<file path="src/rtl/muldiv_ctrl.sv">
// Sequencer between the EX stage and the shared multiplier / iterative divider:
// latches operands, drives the units, stalls the pipe and retires one HI/LO write.
module muldiv_ctrl #(
  parameter int unsigned MUL_LAT = 2
) (
  input  logic        clk,
  input  logic        rst,
  input  logic        flush,
  input  logic        hold,
  input  logic        op_valid,
  input  logic [3:0]  op,
  input  logic [31:0] src1,
  input  logic [31:0] src2,
  output logic        mul_signed,
  output logic [31:0] mul_ina,
  output logic [31:0] mul_inb,
  input  logic [63:0] mul_result,
  output logic        div_start,
  output logic        div_signed,
  output logic [31:0] div_opdata1,
  output logic [31:0] div_opdata2,
  output logic        div_annul,
  input  logic        div_ready,
  input  logic [63:0] div_result,
  output logic        stall_for_muldiv,
  output logic        hilo_we,
  output logic [31:0] hi_wdata,
  output logic [31:0] lo_wdata,
  output logic        busy
);

  typedef enum logic [1:0] {IDLE, MUL_WAIT, DIV_WAIT, DONE} state_t;
  typedef enum logic [2:0] {K_NONE, K_MULT, K_MULTU, K_DIV, K_DIVU} kind_t;

  state_t      state_q, state_d;
  kind_t       kind_q, kind_d, kind_in;
  logic [3:0]  cnt_q, cnt_d;
  logic [31:0] op1_q, op1_d, op2_q, op2_d;
  logic [31:0] hi_q, hi_d, lo_q, lo_d;
  logic        accept;

  // op is one-hot-ish {mult, multu, div, divu}; the leftmost set bit wins.
  always_comb begin
    if      (op[3]) kind_in = K_MULT;
    else if (op[2]) kind_in = K_MULTU;
    else if (op[1]) kind_in = K_DIV;
    else if (op[0]) kind_in = K_DIVU;
    else            kind_in = K_NONE;
  end

  assign accept = !rst && (state_q == IDLE) && op_valid && (kind_in != K_NONE) && !flush;

  always_comb begin
    // NOTE: every signal gets a default first so no path through the case infers a latch.
    state_d          = state_q;
    kind_d           = kind_q;
    cnt_d            = cnt_q;
    op1_d            = op1_q;
    op2_d            = op2_q;
    hi_d             = hi_q;
    lo_d             = lo_q;
    mul_signed       = 1'b0;
    mul_ina          = '0;
    mul_inb          = '0;
    div_start        = 1'b0;
    div_signed       = 1'b0;
    div_opdata1      = '0;
    div_opdata2      = '0;
    div_annul        = 1'b0;
    stall_for_muldiv = 1'b0;
    hilo_we          = 1'b0;
    hi_wdata         = '0;
    lo_wdata         = '0;
    busy             = 1'b0;

    // Outputs are forced quiet while rst is high, whatever state is still registered.
    if (!rst) begin
      busy = (state_q != IDLE);
      if (state_q == IDLE) begin
        mul_signed = (kind_in == K_MULT);
        mul_ina    = src1;
        mul_inb    = src2;
      end else begin
        mul_signed = (kind_q == K_MULT);
        mul_ina    = op1_q;
        mul_inb    = op2_q;
      end

      unique case (state_q)
        IDLE: begin
          stall_for_muldiv = accept;
          if (accept) begin
            kind_d = kind_in;
            op1_d  = src1;
            op2_d  = src2;
            if (kind_in == K_MULT || kind_in == K_MULTU) begin
              cnt_d   = 4'(MUL_LAT - 1);
              state_d = MUL_WAIT;
            end else if (src2 != '0) begin
              state_d = DIV_WAIT;
            end else begin
              // Divide by zero never reaches the divider: HI gets the dividend.
              hi_d    = src1;
              lo_d    = '0;
              state_d = DONE;
            end
          end
        end

        MUL_WAIT: begin
          stall_for_muldiv = 1'b1;
          if (flush) begin
            state_d = IDLE;
          end else if (cnt_q == '0) begin
            hi_d    = mul_result[63:32];
            lo_d    = mul_result[31:0];
            state_d = DONE;
          end else begin
            cnt_d = cnt_q - 4'd1;
          end
        end

        DIV_WAIT: begin
          stall_for_muldiv = 1'b1;
          div_signed       = (kind_q == K_DIV);
          div_opdata1      = op1_q;
          div_opdata2      = op2_q;
          if (flush) begin
            div_annul = 1'b1;
            state_d   = IDLE;
          end else if (div_ready) begin
            hi_d    = div_result[63:32];
            lo_d    = div_result[31:0];
            state_d = DONE;
          end else begin
            div_start = 1'b1;
          end
        end

        DONE: begin
          hilo_we  = 1'b1;
          hi_wdata = hi_q;
          lo_wdata = lo_q;
          if (flush || !hold) state_d = IDLE;
        end

        default: state_d = IDLE;
      endcase
    end
  end

  always_ff @(posedge clk) begin
    // NOTE: sequential state uses non-blocking assignments so every register samples pre-edge values.
    if (rst) begin
      state_q <= IDLE;
      kind_q  <= K_NONE;
      cnt_q   <= '0;
      op1_q   <= '0;
      op2_q   <= '0;
      hi_q    <= '0;
      lo_q    <= '0;
    end else begin
      state_q <= state_d;
      kind_q  <= kind_d;
      cnt_q   <= cnt_d;
      op1_q   <= op1_d;
      op2_q   <= op2_d;
      hi_q    <= hi_d;
      lo_q    <= lo_d;
    end
  end

endmodule

</file>
<file path="config.mk">
export PLATFORM = sky130hd
export DESIGN_NAME = muldiv_ctrl
export DESIGN_NICKNAME = d
export VERILOG_FILES = /design/src/rtl/muldiv_ctrl.sv
export SDC_FILE = /design/constraint.sdc
export NUM_CORES = 1
export LEC_CHECK = 0
export CORE_AREA = 4 4 155 157
export DETAILED_ROUTE_END_ITERATION = 8
export DIE_AREA = 0 0 159 161
export PLACE_DENSITY = 0.75
export SLEW_MARGIN = 10
export SYNTH_ARGS = -nofsm -noshare
export SYNTH_HDL_FRONTEND = slang
export SYNTH_SLANG_ARGS = --single-unit
export TNS_END_PERCENT = 100
</file>
<file path="constraint.sdc">
create_clock -name clk -period 2.1 [get_ports clk]
set_input_delay 0.21 -clock clk [delete_from_list [all_inputs] [get_ports clk]]
set_output_delay 0.21 -clock clk [all_outputs]
set_load 0.02 [all_outputs]
</file>
==> summary.md, run 1 <==
| Metric | Value |
|---|---|
| Clock Pin Slew Worst Setup and Hold Paths | `0.06 ns` |
| Clock Path Buffers | `2` |
| Die X | `159 microns` |
| GP Congestion | `0.847` |
| Initial antenna violation count | `1` |
| DRT iter0 DRCs | `543` |
| Max cap viols | `0` |
| Global Route Usage Sum | `24.8%` |
| Area Overhead vs Synth | `72.3%` |
| Synth Area in XOR/XNOR | `0%` |
| Post-Place Cells | `1653` |
| Reg2Reg Depth | `8` |
| CP peak stage delay | `0.38 ns` |
| Sink Count | `137` |
| CP arrival | `2.52 ns` |
| Yosys Warn Count | `0` |
| Commonest cells post-synth | `nand2_1, dfxtp_1, and2_1` |
| Fin crit share | `106%` |
| Layout Utilization | `59.5%` |
| Clk Latency, worst-skew pair | `0.42 ns` |
| CP Launch Point | `cnt_q[0]$_SDFFE_PP0P_` |
| Worst hold path type | `in -> reg` |
| Number of different library cells in the post-synthesis netlist | `47` |
| Slowest-stage cell, CP | `or3b_4` |
| Setup violators final | `64` |
| Via density | `5.20` |
| First-pass GRT wire length | `50800 microns` |
| Non-filler cells in the finished layout | `1717` |
| Share of cells above drive strength 1 | `31.2%` |
| Largest net degree at the start of global routing | `93` |
| Startpoint Class | `flop` |
| I/O Pins | `401` |
| WP data required | `2.40 ns` |
| Mux cell area share after synthesis | `8.24%` |
| R2r startpoint | `cnt_q[0]$_SDFFE_PP0P_` |
| Total power | `0.0123 W` |
| Leakage Power | `5.72 nW` |
| RSZ-0062 raised after global routing | `yes` |
| DP HPWL | `23900 microns` |
| EDFF count, synth | `0` |
| Worst clock skew | `0.0119 ns` |
| # hold bufs at CTS | `0` |
| Status | `complete, but fails checks` |
| Achievable clock frequency | `0.450 GHz` |
| CP Max Fanout | `15` |
| Vias in the first global route | `8842` |
| Largest family of logic cells by synthesized area | `simple AND/OR/NAND/NOR gates` |
| Synth area leader | `dfxtp_1` |
| Final nets | `1630` |
| Root Buffer | `clkbuf_16` |
| Syn Std Cell Area | `0.00778 sq mm` |
| Crit Path Class | `reg -> reg` |
| Post-Syn Nets | `1168` |
| Async S/R FF share, synth | `0%` |
| Mapped Cells | `958` |
| Htree depth | `4` |
| Complex-gate fraction of the synthesized area | `24.9%` |
| Slew Viols, Final | `0` |
| Post-route setup slack | `-0.123 ns` |
| Share of the synthesized area in the top cell type | `35.3%` |
| Sequential fraction of the synthesis area | `35.3%` |
| Tightest Pin Transition | `0.640 ns` |
| TritonCTS clock tree | `yes` |
| Grt ovf | `0` |
| Max_slew headroom | `57.3%` |
| Num CTS Buffers | `17` |
| Post-synthesis simple-gate area fraction | `25.1%` |
| Tmin final | `2.22 ns` |
| Port bufs | `400` |
| Count leader, synth | `nand2_1` |
| Height of the die | `161 microns` |
| Hold_sp | `rst` |
| Initial Util | `34.6%` |
| ANT nets after route | `0` |
| Critical-path cell list | `inv_2 > ha_1 > or3b_4 > a221o_1 > a211oi_2 > o21ai_4 > clkbuf_16 > o2bb2ai_2` |
| WL per Instance | `19.7 microns` |
| Vias | `8932` |
| Mean area per synthesized cell | `8.12 sq um` |
| Failing checks | `negative setup slack` |
| Site Rows | `55` |
| Top cells by area, synth | `dfxtp_1, and2_1, mux2i_1, nand2_1, a22oi_1` |
| Drt total wl | `33800 microns` |
| FF+latch count, synth | `137` |
| Ys flop type | `dfxtp_1` |
| Core Region | `0.0225 sq mm` |
| Hold path depth | `3` |
| PwrDens | `918 mW/mm^2` |
| DIE AREA | `0.0256 sq mm` |
| Drt pass-1 iters | `7` |
| Final hold vios | `0` |
| Crit. End Element | `flop` |
| Max VDD drop | `0.000524 V` |
| Drc violations | `0` |
| Adder-Cell Fraction of Synth Area | `1.29%` |
[area by class of cell]
| type | instances | area (sq um) |
|---|---|---|
| multi-input combinational | 727 | 4900 |
| clock buffer | 19 | 443 |
| antenna | 1 | 2.50 |
| timing repair buffer | 531 | 4750 |
| clock inverter | 11 | 173 |
| inverter | 6 | 25.0 |
| tap | 285 | 357 |
| fill | 2047 | 9100 |
| sequential | 137 | 2750 |
[worst paths after layout]
| kind | to | slack [ns] |
|---|---|---|
| worst min-delay path | cnt_q[1]$_SDFFE_PP0P_ | 0.30 |
| worst max-delay path | lo_q[18]$_SDFFE_PP0P_ | -0.12 |
| worst min register to register | hi_q[0]$_SDFFE_PP0P_ | 0.45 |
| worst max register to register | lo_q[18]$_SDFFE_PP0P_ | -0.12 |
[worst max-delay path: cells and delay by family (launching register included)]
family / cells / cell delay [ns]
buf+inv: 2 / 0.31
flops: 1 / 0.32
compound gates: 4 / 0.96
simple gates: 1 / 0.38
fa+ha+maj: 1 / 0.13
[sequential cells by signal (all words and copies together) (netlist names)]
signal   count
cnt_q        4
hi_q        32
op2_q       32
lo_q        32
state_q      2
op1_q       32
kind_q       3
[per-stage QoR]
stage          TNS [ns]  setup WS, ns  hold WS, ns  instance area (sq um)
6_report          -5.30        -0.123        0.296                  13400
5_1_grt          -13.11        -0.232        0.300                  13400
4_1_cts           -4.71        -0.102        0.284                  13200
3_5_place_dp     -33.29        -0.356        0.443                  12700
3_3_place_gp     -26.66        -0.310        0.437                  12700
2_1_floorplan    -0.253      -0.00725        0.346                   7780
[power by group]
part / internal [W] / switching (W) / total (W)
combinational: 0.00268 / 0.00315 / 0.00583
clock: 0.00201 / 0.00118 / 0.00319
sequential: 0.00302 / 0.000259 / 0.00327
total: 0.00771 / 0.00459 / 0.0123
[cells in the final DEF (no fill, tap or decap), types with 3 or more instances in the layout]
master / n
clkinv_4: 3
clkbuf_16: 22
dfxtp_2: 3
a22oi_1: 65
buf_6: 49
buf_12: 14
inv_2: 3
and2_1: 115
and2_4: 14
nor4_1: 8
nor3_1: 6
bufinv_16: 4
clkbuf_2: 19
buf_16: 4
ha_4: 5
o2bb2ai_2: 36
ha_1: 3
nand2_1: 165
o21ai_0: 33
o2bb2ai_1: 28
mux2i_4: 4
buf_4: 148
clkdlybuf4s50_1: 200
a21oi_1: 70
dfxtp_1: 133
buf_2: 90
mux2i_1: 59
nor2_1: 74
[metal layers]
metal / vias to the layer above / GRT usage, % / share of wire [%]
met5: - / 0 / 0
met4: 0 / 7.42 / 2.3
met3: 36 / 7.81 / 8.2
met2: 403 / 41.2 / 48
met1: 4230 / 31.0 / 41
li1: 4263 / - / -
[cells by family (layout without fill, tap and decap cells)]
| group | after synthesis | in the layout |
|---|---|---|
| compound gates | 249 | 249 |
| fa+ha+maj | 8 | 8 |
| buf+inv | 94 | 567 |
| flops | 137 | 137 |
| mux | 64 | 64 |
| other cells | 0 | 1 |
| simple gates | 406 | 406 |
[what timing repair did]
action	in CTS	in global routing
resized for setup	783	193
buffers inserted	21	3
setup endpoints to repair	266	250
gates cloned	7	5
pin swaps	4	6
Power figures use the tool's default switching activity.
==> run 2, diff against run 1 <==
- CELL_PAD_IN_SITES_DETAIL_PLACEMENT: default -> 1
- CELL_PAD_IN_SITES_GLOBAL_PLACEMENT: default -> 1
- CORE_AREA: 4 4 155 157 -> default
- CORE_ASPECT_RATIO: default -> 1.1
- CORE_MARGIN: default -> 4
- CORE_UTILIZATION: default -> 30
- DIE_AREA: 0 0 159 161 -> default
- PLACE_DENSITY: 0.75 -> 0.87
- clock period: 2.1 -> 2.68 ns (I/O delays scaled with it)
==> summary.md, run 2 (synthesized netlist as in run 1, its figures left out) <==
| Metric | Value |
|---|---|
| Root Buffer | `clkbuf_16 (unchanged)` |
| Hold Slack | `0.185 ns (was 0.296 ns)` |
| Crit. End Element | `output port (was flop)` |
| Clock Path Buffers | `2 (unchanged)` |
| I/O Pins | `401 (unchanged)` |
| Flop2flop setup slack | `0.28 ns (was -0.12 ns)` |
| Placed Area | `0.0122 sq mm (was 0.0127 sq mm)` |
| Final Cell Area | `0.0128 sq mm (was 0.0134 sq mm)` |
| Drt total wl | `35500 microns (was 33800 microns)` |
| Clk Latency, worst-skew pair | `0.41 ns (was 0.42 ns)` |
| Slew Viols, Final | `0 (unchanged)` |
| Setup TNS | `0 ns (was -5.30 ns)` |
| # hold bufs at CTS | `0 (unchanged)` |
| Largest net degree at the start of global routing | `119 (was 93)` |
| ANT nets after route | `0 (unchanged)` |
| Final nets | `1531 (was 1630)` |
| Startpoint Class | `flop (unchanged)` |
| Most frequent cells in the layout | `clkdlybuf4s50_1, nand2_1, dfxtp_1, and2_1, nor2_1 (was clkdlybuf4s50_1, nand2_1, buf_4, dfxtp_1, and2_1)` |
| Max VDD drop | `0.000334 V (was 0.000524 V)` |
| Port bufs | `400 (unchanged)` |
| Sink Count | `137 (unchanged)` |
| Drt pass-1 iters | `4 (was 7)` |
| DRT iter0 DRCs | `336 (was 543)` |
| WP data required | `2.41 ns (was 2.40 ns)` |
| Area Overhead vs Synth | `64.5% (was 72.3%)` |
| Total power | `0.00893 W (was 0.0123 W)` |
| Fillers | `2987 (was 2047)` |
| Non-filler cells in the finished layout | `1683 (was 1717)` |
| Die X | `162 microns (was 159 microns)` |
| Final hold vios | `0 (unchanged)` |
| Htree depth | `4 (unchanged)` |
| DIE AREA | `0.0286 sq mm (was 0.0256 sq mm)` |
| Post-Place Cells | `1645 (was 1653)` |
| GP Congestion | `0.821 (was 0.847)` |
| Via density | `5.07 (was 5.20)` |
| Setup violators final | `0 (was 64)` |
| Global Route Usage Sum | `24.0% (was 24.8%)` |
| Fin crit share | `96.6%` |
| Most common cell after layout, fill and taps aside | `clkdlybuf4s50_1 (unchanged)` |
| WL per Instance | `21.1 microns (was 19.7 microns)` |
| First-pass GRT wire length | `54200 microns (was 50800 microns)` |
| Tightest Pin Transition | `0.800 ns (was 0.640 ns)` |
| Max cap viols | `0 (unchanged)` |
| Worst clock skew | `0.0159 ns (was 0.0119 ns)` |
| Site Rows | `61 (was 55)` |
| Max_slew headroom | `46.7% (was 57.3%)` |
| PwrDens | `698 mW/mm^2 (was 918 mW/mm^2)` |
| Vias | `8530 (was 8932)` |
| Crit Path Class | `reg -> out (was reg -> reg)` |
| Num CTS Buffers | `17 (unchanged)` |
| Leakage Power | `5.38 nW (was 5.72 nW)` |
| CP arrival | `2.32 ns (was 2.52 ns)` |
| RSZ-0062 raised after global routing | `yes (unchanged)` |
| Worst hold path type | `in -> reg (unchanged)` |
| DP HPWL | `25900 microns (was 23900 microns)` |
| Drc violations | `0 (unchanged)` |
| Grt ovf | `0 (unchanged)` |
| TritonCTS clock tree | `yes (unchanged)` |
| Initial Util | `30.6% (was 34.6%)` |
| CP Max Fanout | `23 (was 15)` |
| Share of cells above drive strength 1 | `9.37% (was 31.2%)` |
| Status | `completed (was complete, but fails checks)` |
| Vias in the first global route | `9239 (was 8842)` |
| Clock Pin Slew Worst Setup and Hold Paths | `0.06 ns (about the same)` |
| Achievable clock frequency | `0.386 GHz` |
| Core Region | `0.0254 sq mm (was 0.0225 sq mm)` |
| Tmin final | `2.59 ns` |
| Height of the die | `177 microns (was 161 microns)` |
| Initial antenna violation count | `5 (was 1)` |
run 2: per-stage QoR:
stage	util [%]	setup WS [ns]
floorplan	-	0.334
global placement	48.1	0.0617
detailed placement	48.1	0.0878
CTS	50.2	0.00399
global route	50.3	-0.0228
finish	50.3	0.0898
run 2: power breakdown:
group | switching [W] | leakage [nW] | total [W] | internal [W]
Combinational | 0.00231 | 4.01 | 0.00402 | 0.00171
Sequential | 0.000193 | 1.11 | 0.00255 | 0.00236
Clock | 0.000975 | 0.264 | 0.00236 | 0.00139
Total | 0.00348 | 5.38 | 0.00893 | 0.00545
run 2: final cells by class:
cell class | count | area [sq um] | share of cell area, %
antenna | 3 | 7.51 | 0.0587
clock buffer | 20 | 437 | 3.41
clock inverter | 12 | 141 | 1.11
inverter | 6 | 22.5 | 0.176
multi-input combinational | 727 | 4680 | 36.6
sequential | 137 | 2740 | 21.4
tap | 346 | 433 | 3.38
timing repair buffer | 432 | 4330 | 33.9
run 2: worst max-delay path: stages, from the launching register on:
cell and delay (ns):
dfxtp_1 0.36, inv_1 0.17, ha_4 0.22, buf_12 0.21, buf_4 0.22, mux2i_2 0.31
nor2_1 0.06, dlygate4sd2_1 0.35
run 2: repair_timing:
item / CTS / global route
gates resized for setup: 85 / 55
gates cloned: 1 / 0
setup endpoints to repair: 81 / 52
setup buffers: 2 / 0
run 2: final timing paths:
path / from / endpoint / depth (start not counted)
worst max-delay path: state_q[0]$_SDFFE_PP0P_ / mul_inb[21] / 7
worst min-delay path: rst / state_q[0]$_SDFFE_PP0P_ / 2
worst max register to register: state_q[0]$_SDFFE_PP0P_ / state_q[1]$_SDFFE_PP0P_ / 7
worst min register to register: hi_q[7]$_SDFFE_PP0P_ / hi_q[7]$_SDFFE_PP0P_ / 1
run 2: routing by layer:
metal / routed length [microns] / vias up / GRT usage [%]
met1: 13800 / 4116 / 26.8
li1: - / 4048 / -
met3: 3160 / 51 / 8.81
met2: 17700 / 309 / 43.1
met5: 34 / - / 0
met4: 854 / 6 / 6.90
